===== src/rtl/acc_sched_if.sv =====
// Command, status and datapath-control bundle between the upstream
// controller (master) and the acc_sched run sequencer (slave).
interface acc_sched_if #(
   parameter int LEN_W  = 8,
   parameter int RCNT_W = 16
);
   logic              start;
   logic [LEN_W-1:0]  len;
   logic              abort;
   logic              din_valid;
   logic              sel;
   logic              acc_ce;
   logic              en;
   logic              busy;
   logic              done;
   logic              overrun;
   logic [RCNT_W-1:0] run_count;

   modport master (
      output start, len, abort, din_valid,
      input  sel, acc_ce, en, busy, done, overrun, run_count
   );

   modport slave (
      input  start, len, abort, din_valid,
      output sel, acc_ce, en, busy, done, overrun, run_count
   );
endinterface


===== src/rtl/acc_sched.sv =====
// Run sequencer for the bias-preloaded accumulator datapath. Steers the
// bias mux (sel), accReg enable (acc_ce) and dout capture (en) so each run
// leaves dout = b + sum of exactly len valid samples, after a post-reset
// warm-up period. Reports busy/done/overrun and a saturating run count.
module acc_sched #(
   parameter int LEN_W  = 8,
   parameter int WARMUP = 4,
   parameter int RCNT_W = 16
) (
   input logic        clk,
   input logic        rst,
   acc_sched_if.slave bus
);
   typedef enum logic [1:0] {
      S_WARM = 2'd0,
      S_IDLE = 2'd1,
      S_RUN  = 2'd2
   } state_e;

   localparam int WARM_W = (WARMUP > 1) ? $clog2(WARMUP) : 1;

   state_e            state_q, state_d;
   logic [WARM_W-1:0] warm_q, warm_d;
   logic [LEN_W-1:0]  cnt_q, cnt_d;
   logic [LEN_W-1:0]  len_q, len_d;
   logic              done_q, done_d;
   logic              overrun_q, overrun_d;
   logic [RCNT_W-1:0] run_count_q, run_count_d;

   logic              warm_last;
   logic              last_sample;

   // Warm-up ends on the WARMUP-th edge after reset release (first edge if 0).
   assign warm_last   = (WARMUP == 0) || (int'(warm_q) >= WARMUP - 1);
   assign last_sample = (cnt_q == len_q - LEN_W'(1));

   assign bus.done      = done_q;
   assign bus.overrun   = overrun_q;
   assign bus.run_count = run_count_q;

   // State register and run bookkeeping; reset abandons any partial run.
   always_ff @(posedge clk or posedge rst) begin
      // NOTE: non-blocking assignments so every register samples pre-edge values.
      if (rst) begin
         state_q     <= S_WARM;
         warm_q      <= '0;
         cnt_q       <= '0;
         len_q       <= '0;
         done_q      <= 1'b0;
         overrun_q   <= 1'b0;
         run_count_q <= '0;
      end else begin
         state_q     <= state_d;
         warm_q      <= warm_d;
         cnt_q       <= cnt_d;
         len_q       <= len_d;
         done_q      <= done_d;
         overrun_q   <= overrun_d;
         run_count_q <= run_count_d;
      end
   end

   // Next-state and Mealy datapath controls; abort overrides the sample path.
   always_comb begin
      // NOTE: every signal gets a default first so no branch can infer a latch.
      state_d     = state_q;
      warm_d      = warm_q;
      cnt_d       = cnt_q;
      len_d       = len_q;
      done_d      = 1'b0;
      overrun_d   = bus.start && (state_q != S_IDLE);
      run_count_d = run_count_q;
      bus.sel     = 1'b0;
      bus.acc_ce  = 1'b0;
      bus.en      = 1'b0;
      bus.busy    = 1'b1;

      unique case (state_q)
         S_WARM: begin
            if (warm_last) begin
               state_d = S_IDLE;
            end else begin
               warm_d = warm_q + WARM_W'(1);
            end
         end
         S_IDLE: begin
            bus.busy = 1'b0;
            // A zero-length command is silently ignored.
            if (bus.start && (bus.len != '0)) begin
               len_d   = bus.len;
               cnt_d   = '0;
               state_d = S_RUN;
            end
         end
         S_RUN: begin
            if (bus.abort) begin
               state_d = S_IDLE;
            end else if (bus.din_valid) begin
               bus.acc_ce = 1'b1;
               bus.sel    = (cnt_q == '0);
               bus.en     = last_sample;
               cnt_d      = cnt_q + LEN_W'(1);
               if (last_sample) begin
                  state_d = S_IDLE;
                  done_d  = 1'b1;
                  if (run_count_q != '1) begin
                     run_count_d = run_count_q + RCNT_W'(1);
                  end
               end
            end
         end
         default: begin
            state_d = S_WARM;
         end
      endcase
   end
endmodule


===== src/flat_wrapper.sv =====
// flat-port wrapper written by rule: the top's interface ports become plain ports
module acc_sched_flat 
#(
   parameter int LEN_W  = 8,
   parameter int WARMUP = 4,
   parameter int RCNT_W = 16
)
  (clk, rst, bus_start, bus_len, bus_abort, bus_din_valid, bus_sel, bus_acc_ce, bus_en, bus_busy, bus_done, bus_overrun, bus_run_count);
  acc_sched_if #(.LEN_W(LEN_W), .RCNT_W(RCNT_W)) bus_i ();
  input logic clk;
  input logic rst;
  input wire logic [$bits(bus_i.start)-1:0] bus_start;
  input wire logic [$bits(bus_i.len)-1:0] bus_len;
  input wire logic [$bits(bus_i.abort)-1:0] bus_abort;
  input wire logic [$bits(bus_i.din_valid)-1:0] bus_din_valid;
  output wire logic [$bits(bus_i.sel)-1:0] bus_sel;
  output wire logic [$bits(bus_i.acc_ce)-1:0] bus_acc_ce;
  output wire logic [$bits(bus_i.en)-1:0] bus_en;
  output wire logic [$bits(bus_i.busy)-1:0] bus_busy;
  output wire logic [$bits(bus_i.done)-1:0] bus_done;
  output wire logic [$bits(bus_i.overrun)-1:0] bus_overrun;
  output wire logic [$bits(bus_i.run_count)-1:0] bus_run_count;
  assign bus_i.start = bus_start;
  assign bus_i.len = bus_len;
  assign bus_i.abort = bus_abort;
  assign bus_i.din_valid = bus_din_valid;
  assign bus_sel = bus_i.sel;
  assign bus_acc_ce = bus_i.acc_ce;
  assign bus_en = bus_i.en;
  assign bus_busy = bus_i.busy;
  assign bus_done = bus_i.done;
  assign bus_overrun = bus_i.overrun;
  assign bus_run_count = bus_i.run_count;
  acc_sched #(.LEN_W(LEN_W), .WARMUP(WARMUP), .RCNT_W(RCNT_W)) u_core (.clk(clk), .rst(rst), .bus(bus_i));
endmodule

===== config.mk =====
export PLATFORM = sky130hd
export DESIGN_NAME = acc_sched_flat
export DESIGN_NICKNAME = d
export VERILOG_FILES = /design/src/rtl/acc_sched_if.sv /design/src/rtl/acc_sched.sv /design/src/flat_wrapper.sv
export SDC_FILE = /design/constraint.sdc
export NUM_CORES = 1
export LEC_CHECK = 0
export CORE_ASPECT_RATIO = 0.9
export CORE_MARGIN = 3
export CORE_UTILIZATION = 55
export DETAILED_ROUTE_END_ITERATION = 12
export PLACE_DENSITY = 0.92
export SYNTH_ARGS = -nofsm -noshare
export SYNTH_HDL_FRONTEND = slang
export SYNTH_SLANG_ARGS = --single-unit
export TNS_END_PERCENT = 1

===== constraint.sdc =====
create_clock -name clk -period 7.9 [get_ports clk]
set_clock_uncertainty 0.15 [all_clocks]
set_input_delay 1.58 -clock clk [delete_from_list [all_inputs] [get_ports clk]]
set_output_delay 1.58 -clock clk [all_outputs]
set_load 0.02 [all_outputs]

Word-level counts from Yosys, hierarchy flattened

Cells that the tools add are included.

Memories kept: 0
Bits of input ports: 13
Word-level logic and storage cells: 60
Latch bits: 0
Output and inout bits: 22
Bits in read-only memories: 0
Memory bits (writable): 0
Flip-flop bits (word level): 38

Shift operators: 0
Equal/unequal tests: 11
Order comparisons: 1
$add $sub $neg: 4
Muxes and demuxes: 24
Bitwise operators: 2
$mul: 0
Reductions and logical operators: 11
Div/mod/pow operators: 0

Operators by type and width:

| kind                    | number |
|---|---|
| $mux W8                 | 3 |
| $add A16 B1 Y16 const B | 1 |
| $ne A16 B16 Y1 const B  | 1 |
| $pmux W8 S2             | 1 |
| $mux W1                 | 14 |
| $mux W2                 | 5 |
| $add A8 B1 Y8 const B   | 1 |
| $eq A8 B8 Y1            | 1 |
| $logic_not A8 Y1        | 1 |
| $reduce_and A4 Y1       | 2 |
| $reduce_bool A8 Y1      | 1 |
| $sub A8 B1 Y8 const B   | 1 |
| $ne A2 B1 Y1 const B    | 3 |
| $pmux W2 S3             | 1 |
| $reduce_and A5 Y1       | 1 |
| $ne A2 B2 Y1 const B    | 2 |
| $reduce_and A2 Y1       | 2 |
| $ne A3 B2 Y1 const B    | 1 |
| $ne A3 B3 Y1 const B    | 1 |
| $add A2 B1 Y2 const B   | 1 |
| $eq A2 B1 Y1 const B    | 1 |
| $eq A2 B2 Y1 const B    | 1 |
| $ge A2 B2 Y1 const B    | 1 |
| $logic_and A1 B1 Y1     | 2 |
| other kinds (3)         | 4 |

Longest topological paths before layout

Gate-level depths: netlist of the first run.

Depth after elaboration: 6
Mapped depth: 10
Gate-level depth less buffers: 8

Least setup slack after synthesis of the first run

OpenSTA, ideal clock, no wires.

Path kind: input port to output port
From: input bus_abort
To: output bus_sel
Data arrival time: 2,815 ps
Path buffers: 1
Path slack: 3,355 ps
Stages: 4
Required time: 6,170 ps
Cells stage by stage: nor4b_1 > buf_2 > nand2_1 > nor4_1

Longest elaborated chain between the ends: 2

Ends and longest elaborated chain:

| element         | line               | text |
|---|---|---|
| start, declared | flat_wrapper.sv:14 | `input wire logic [$bits(bus_i.abort)-1:0] bus_abort;` |
| $mux W1         | acc_sched.sv:96    | `if (bus.abort) begin` |
| $mux W1         | acc_sched.sv:78    | `unique case (state_q)` |
| end, declared   | flat_wrapper.sv:16 | `output wire logic [$bits(bus_i.sel)-1:0] bus_sel;` |

Every way passes these cells.

Worst setup path after layout of the first run

From: input bus_din_valid
To: output bus_sel

Longest elaborated chain between the ends: 3

Ends and longest elaborated chain:

| element         | line               | text |
|---|---|---|
| start, declared | flat_wrapper.sv:15 | `input wire logic [$bits(bus_i.din_valid)-1:0] bus_din_valid;` |
| $mux W1         | acc_sched.sv:98    | `end else if (bus.din_valid) begin` |
| $mux W1         | acc_sched.sv:96    |  |
| $mux W1         | acc_sched.sv:78    |  |

Every way passes these cells.

==> results.py, run 1 <==
metrics = {
    "global_route": {
        "antenna_found_initial": 0,
        "use_met2": 0.313,
        "grt_pass1_wl_um": 7270,
        "met3_usage": 0.0326,
        "overflow": 0,
        "grt_pass1_vias": 1571,
        "grtUsageMet1": 0.277,
        "grt_util_all_layers": 0.197,
        "grt_busiest_layer": "met2",
        "grt_max_degree": 39,
    },
    "yosys": {
        "async_flop_share": 1.00,
        "yosysMostFrequentCell": "dfrtp_1",
        "synth-edff-count": 0,
        "ys_top_cells_by_area": "dfrtp_1 (45%), xnor2_1 (8.7%), nand2_1 (5.9%), nand3_2 (3.8%), xor2_1 (3.3%)",
        "synth_common_cells": "dfrtp_1 (38), nand2_1 (33), xnor2_1 (21), nor2_1 (14), and3_1 (9)",
        "avgSynthCellArea_sq_um": 9.79,
        "ys_seq_area_frac": 0.450,
        "yosysWarnings": 0,
        "ys.flop_type": "dfrtp_1",
        "synth.distinct_cells": 43,
        "synth_largest_area_cell": "dfrtp_1",
        "synth-seq-cells": 38,
        "synth_cells": 216,
        "synth.cell_area_sq_um": 2110,
        "synth_top_cell_area_share": 0.450,
        "syn-num-nets": 234,
    },
    "clock_tree": {
        "clk_pin_slew_ns": 0.07,
        "cts_buffers": 5,
        "clock_sinks": 38,
        "max-clock-path-buffers": 2,
        "cts-root-buf": "clkbuf_8",
        "htreeDepth": 2,
        "cts_tree": "yes",
        "clock_latency_ns": 0.28,
        "post_cts_resize_count": 0,
        "cts_setup_buffers": 0,
        "cts_hold_buf": 0,
    },
    "run_status": {
        "status": "completed",
    },
    "route": {
        "viasPerCell": 5.72,
        "remaining_drc_errors": 0,
        "initialDrtViolationCount": 106,
        "vias": 1681,
        "ant_nets": 0,
        "drt-pass1-iter-count": 4,
        "drt_wl_total_um": 4250,
        "routedWlPerCell_um": 14.5,
    },
    "critical_path": {
        "worstPathMaxFanout": 11,
        "rr_worst_depth": 8,
        "required_ns": 6.17,
        "crit_type": "primary input to primary output",
        "ff2ff_setup_slack_ns": 4.77,
        "cp.arrival_ns": 3.80,
        "reg2reg_to": "u_core.bus.run_count[1]",
        "startpoint_type": "primary input",
        "r2r-start": "u_core.len_q[0]",
        "critPathCaptureType": "primary output",
        "startpoint": "bus_din_valid",
    },
    "layout": {
        "fin_cells": 294,
        "areaGrowthSynthToFinish_pct": 20.8,
        "drive_gt1_frac": 0.0840,
        "fill_cells": 263,
        "nets": 268,
        "n_antenna_cell": 0,
        "fin_area_sq_um": 2550,
    },
    "timing": {
        "min_period_ns": 5.53,
        "finalCritPeriodShare": 0.700,
        "slew_viol_final": 0,
        "tightest_slew_ns": 0.934,
        "fmaxAchievable_mhz": 181,
        "finalSetupViolations": 0,
        "hold_viol_final": 0,
        "setup_ws_ns": 2.37,
        "setup_tns_ns": 0,
        "relSlewSlack": 0.375,
        "rsz0062_at_grt": "no",
    },
    "min_path": {
        "min_to": "u_core.warm_q[0]",
        "min_path_cells": 1,
        "hp-start": "u_core.warm_q[0]",
        "hp-class": "flop to flop",
    },
    "floorplanning": {
        "num_rows": 20,
        "pin_count": 35,
        "core-area_sq_um": 3530,
        "start_util": 0.599,
        "die_y_um": 64.8,
        "die_w_um": 71.4,
        "dieArea_sq_um": 4630,
    },
    "place": {
        "place_area_sq_um": 2480,
        "dp.cells": 287,
        "post-place-ws_ns": 2.35,
        "port-buffer-count": 34,
        "gp_congestion": 0.803,
        "dp_hpwl_um": 3130,
    },
    "pwr": {
        "finalPower_uw": 643,
        "powerDensity_nw_per_um2": 252,
        "vdd_drop_max_mv": 0.190,
        "p_leak_nw": 1.07,
    },
    "job": {
        "cap_violations": 0,
    },
}
-- logic make-up after synthesis --
group,Yosys count,synth area share
DFF,38,0.450
buffers and inverters,15,0.0337
adders and majority gates,5,0.0296
AOI/OAI and AO/OA,23,0.0787
muxes,3,0.0172
and+or+nand+nor,103,0.271
xor gates and xnor gates,29,0.120
-- layout make-up --
class | instances | area (sq um) | share of cell area
Tap cell | 44 | 55.1 | 0.0215
Sequential cell | 38 | 951 | 0.372
Multi-Input combinational cell | 163 | 1100 | 0.430
Inverter | 7 | 26.3 | 0.0103
Timing Repair Buffer | 35 | 348 | 0.136
Clock buffer | 7 | 76.3 | 0.0299
-- per-layer routing --
metal  share of wire  vias up
li1                -      815
met1            0.47      831
met2            0.48       31
met3           0.034        4
met4          0.0092        0
met5               0        -
-- metrics by stage --
step           hold WS (ns)  utilization
3_5_place_dp          0.330        0.702
2_1_floorplan         0.298            -
4_1_cts               0.346        0.724
6_report              0.341        0.724
3_3_place_gp          0.312        0.702
5_1_grt               0.369        0.724
-- critical path, stage by stage --
cell	delay, ns
clkdlybuf4s50_1	0.50
nor4b_2	0.76
nand2_1	0.11
nor4_1	0.20
clkdlybuf4s50_1	0.65
-- state kept, by name (all words and copies together) (netlist names) --
| name | cells |
|---|---|
| u_core.cnt_q | 8 |
| u_core.warm_q | 2 |
| u_core.len_q | 8 |
| u_core.state_q | 2 |
| u_core.bus.run_count | 16 |
| u_core.bus.overrun | 1 |
| u_core.bus.done | 1 |
-- cell usage in the layout, fill, tap and decap left out, types with 2 or more instances in the layout --
cell type | synthesis | layout
clkdlybuf4s50_1 | 0 | 34
and3_1 | 9 | 9
a21oi_1 | 4 | 4
clkbuf_1 | 3 | 2
nand4_1 | 8 | 8
xnor2_1 | 21 | 21
clkbuf_8 | 0 | 5
nand3_2 | 8 | 8
xor2_1 | 8 | 8
o31a_1 | 2 | 2
ha_1 | 5 | 5
nor3_1 | 5 | 5
nand3_1 | 6 | 6
and2_1 | 2 | 2
nand2b_1 | 3 | 3
inv_1 | 7 | 7
nor2_1 | 14 | 14
nand2_1 | 33 | 33
o21bai_1 | 2 | 2
nor4_1 | 3 | 3
nor2b_1 | 2 | 2
or3_1 | 2 | 2
dfrtp_1 | 38 | 38
nand4b_1 | 2 | 2
o21ai_0 | 6 | 6
-- how the worst max path moves through the flow --
stage                    to  slack, ns  cells after the start
floorplan           bus_sel       3.35                      4
global placement    bus_sel       2.36                      5
detailed placement  bus_sel       2.35                      5
CTS                 bus_sel       2.36                      5
global route        bus_sel       2.16                      5
finish              bus_sel       2.37                      5
-- report_power, final --
part / internal [mW] / leakage, nW / switching, mW / total (mW)
logic: 0.111 / 0.526 / 0.124 / 0.235
registers: 0.231 / 0.510 / 0.0541 / 0.285
clock network: 0.0607 / 0.0383 / 0.0616 / 0.122
Power figures use the tool's default switching activity.
==> inputs of run 2 (changes only) <==
Settings changed: CORE_UTILIZATION 55 to 48, PLACE_DENSITY 0.92 to 0.86.
Clock period 7.9 ns to 4.75 ns, I/O delays scaled along.
==> results.py, run 2 (synthesized netlist as in run 1, its figures left out) <==
metrics = {
    "run_status": {
        "status": "completed",
    },
    "clock_tree": {
        "cts-root-buf": "clkbuf_8",
        "clock_latency_ns": 0.29,
        "max-clock-path-buffers": 2,
        "post_cts_resize_count": 0,
        "cts_tree": "yes",
        "cts_buffers": 5,
        "cts_setup_buffers": 0,
        "clock_sinks": 38,
        "cts_hold_buf": 0,
        "htreeDepth": 2,
        "clk_pin_slew_ns": 0.08,
    },
    "timing": {
        "hold_viol_final": 0,
        "slew_viol_final": 0,
        "finalCritPeriodShare": 0.873,
        "relSlewSlack": 0.511,
        "setup_tns_ns": 0,
        "min_period_ns": 4.15,
        "finalSetupViolations": 0,
        "fmaxAchievable_mhz": 241,
        "tightest_slew_ns": 0.733,
        "rsz0062_at_grt": "no",
    },
    "floorplanning": {
        "core-area_sq_um": 4160,
        "dieArea_sq_um": 5240,
        "die_w_um": 76.0,
        "die_y_um": 69.0,
        "pin_count": 35,
        "num_rows": 22,
        "start_util": 0.509,
    },
    "critical_path": {
        "required_ns": 3.65,
        "cp.arrival_ns": 3.05,
        "worstPathMaxFanout": 10,
        "startpoint_type": "primary input",
        "crit_type": "primary input to primary output",
        "critPathCaptureType": "primary output",
    },
    "layout": {
        "layout_common_cells": "dfrtp_1 (38), clkdlybuf4s50_1 (34), nand2_1 (33)",
        "fin_area_sq_um": 2610,
        "nets": 270,
        "areaGrowthSynthToFinish_pct": 23.6,
        "drive_gt1_frac": 0.0909,
        "n_antenna_cell": 0,
        "final_common_cell": "dfrtp_1",
        "multiInputGateArea_sq_um": 1090,
        "regArea_sq_um": 951,
        "largest_register_ffs": 16,
        "fill_cells": 346,
    },
    "global_route": {
        "overflow": 0,
        "grt_pass1_vias": 1566,
        "grt_max_degree": 21,
        "grt_pass1_wl_um": 7220,
        "grt_util_all_layers": 0.174,
        "antenna_found_initial": 0,
    },
    "pwr": {
        "pwr-share-clk": 0.236,
        "switching_share": 0.361,
        "p_leak_nw": 1.10,
        "pwr-share-comb": 0.348,
        "p_sw_uw": 412,
        "seqPwrFrac": 0.415,
        "powerDensity_nw_per_um2": 436,
        "intPower_uw": 728,
        "vdd_drop_max_mv": 0.202,
    },
    "route": {
        "vias": 1707,
        "viasPerCell": 5.45,
        "initialDrtViolationCount": 170,
        "routedWlPerCell_um": 14.0,
        "drt-pass1-iter-count": 4,
        "remaining_drc_errors": 0,
        "ant_nets": 0,
        "drt_wl_total_um": 4390,
    },
    "place": {
        "place_area_sq_um": 2510,
        "gp_congestion": 0.817,
        "port-buffer-count": 34,
        "dp_hpwl_um": 3270,
    },
    "min_path": {
        "hp-class": "flop to flop",
    },
    "job": {
        "cap_violations": 0,
    },
}
[run 2: power groups by stage]
stage / logic [mW] / registers (mW) / clock network, mW
after floorplan: 0.302 / 0.464 / 0
after global placement: 0.379 / 0.474 / 0
after detailed placement: 0.397 / 0.477 / 0
after CTS: 0.402 / 0.472 / 0.272
after global routing: 0.448 / 0.483 / 0.283
final: 0.397 / 0.474 / 0.270
[run 2: critical path, stage by stage]
cell	delay, ns
clkdlybuf4s50_1	0.49
nor4b_1	0.56
buf_4	0.28
and2_1	0.16
clkdlybuf4s50_1	0.61
[run 2: path summary, 6_finish.rpt]
kind	endpoint	cells after the start	slack, ns	startpoint
max	bus_en	5	0.60	bus_din_valid
min	u_core.bus.run_count[14]	1	0.35	u_core.bus.run_count[14]
max reg2reg	u_core.bus.run_count[1]	9	1.92	u_core.len_q[0]
min reg2reg	u_core.bus.run_count[14]	1	0.35	u_core.bus.run_count[14]
max in group asynchronous	u_core.cnt_q[6]	3	2.79	rst
min in group asynchronous	u_core.bus.run_count[8]	2	0.92	rst
[run 2: layout make-up]
class / instances / area share
inverter: 7 / 0.0101
tap: 60 / 0.0287
timing repair buffer: 37 / 0.139
clock buffer: 7 / 0.0292
multi-input combinational: 163 / 0.418
clock inverter: 1 / 0.0115
sequential: 38 / 0.364
[run 2: per-layer routing]
layer | share of wire | up-vias | track usage
met5 | 0 | - | 0
met4 | 0.019 | 0 | 0.0701
met3 | 0.043 | 10 | 0.0325
met2 | 0.47 | 39 | 0.285
met1 | 0.47 | 837 | 0.233
li1 | - | 821 | -
[run 2: metrics by stage]
| step | total power [mW] | hold slack, ns | util | setup slack (ns) | cells |
|---|---|---|---|---|---|
| floorplan | 0.766 | 0.298 | - | 1.33 | 216 |
| global placement | 0.853 | 0.312 | 0.603 | 0.677 | 305 |
| detailed placement | 0.875 | 0.321 | 0.603 | 0.651 | 305 |
| CTS | 1.15 | 0.348 | 0.629 | 0.639 | 313 |
| global route | 1.21 | 0.365 | 0.629 | 0.521 | 313 |
| finish | 1.14 | 0.352 | 0.629 | 0.602 | 313 |
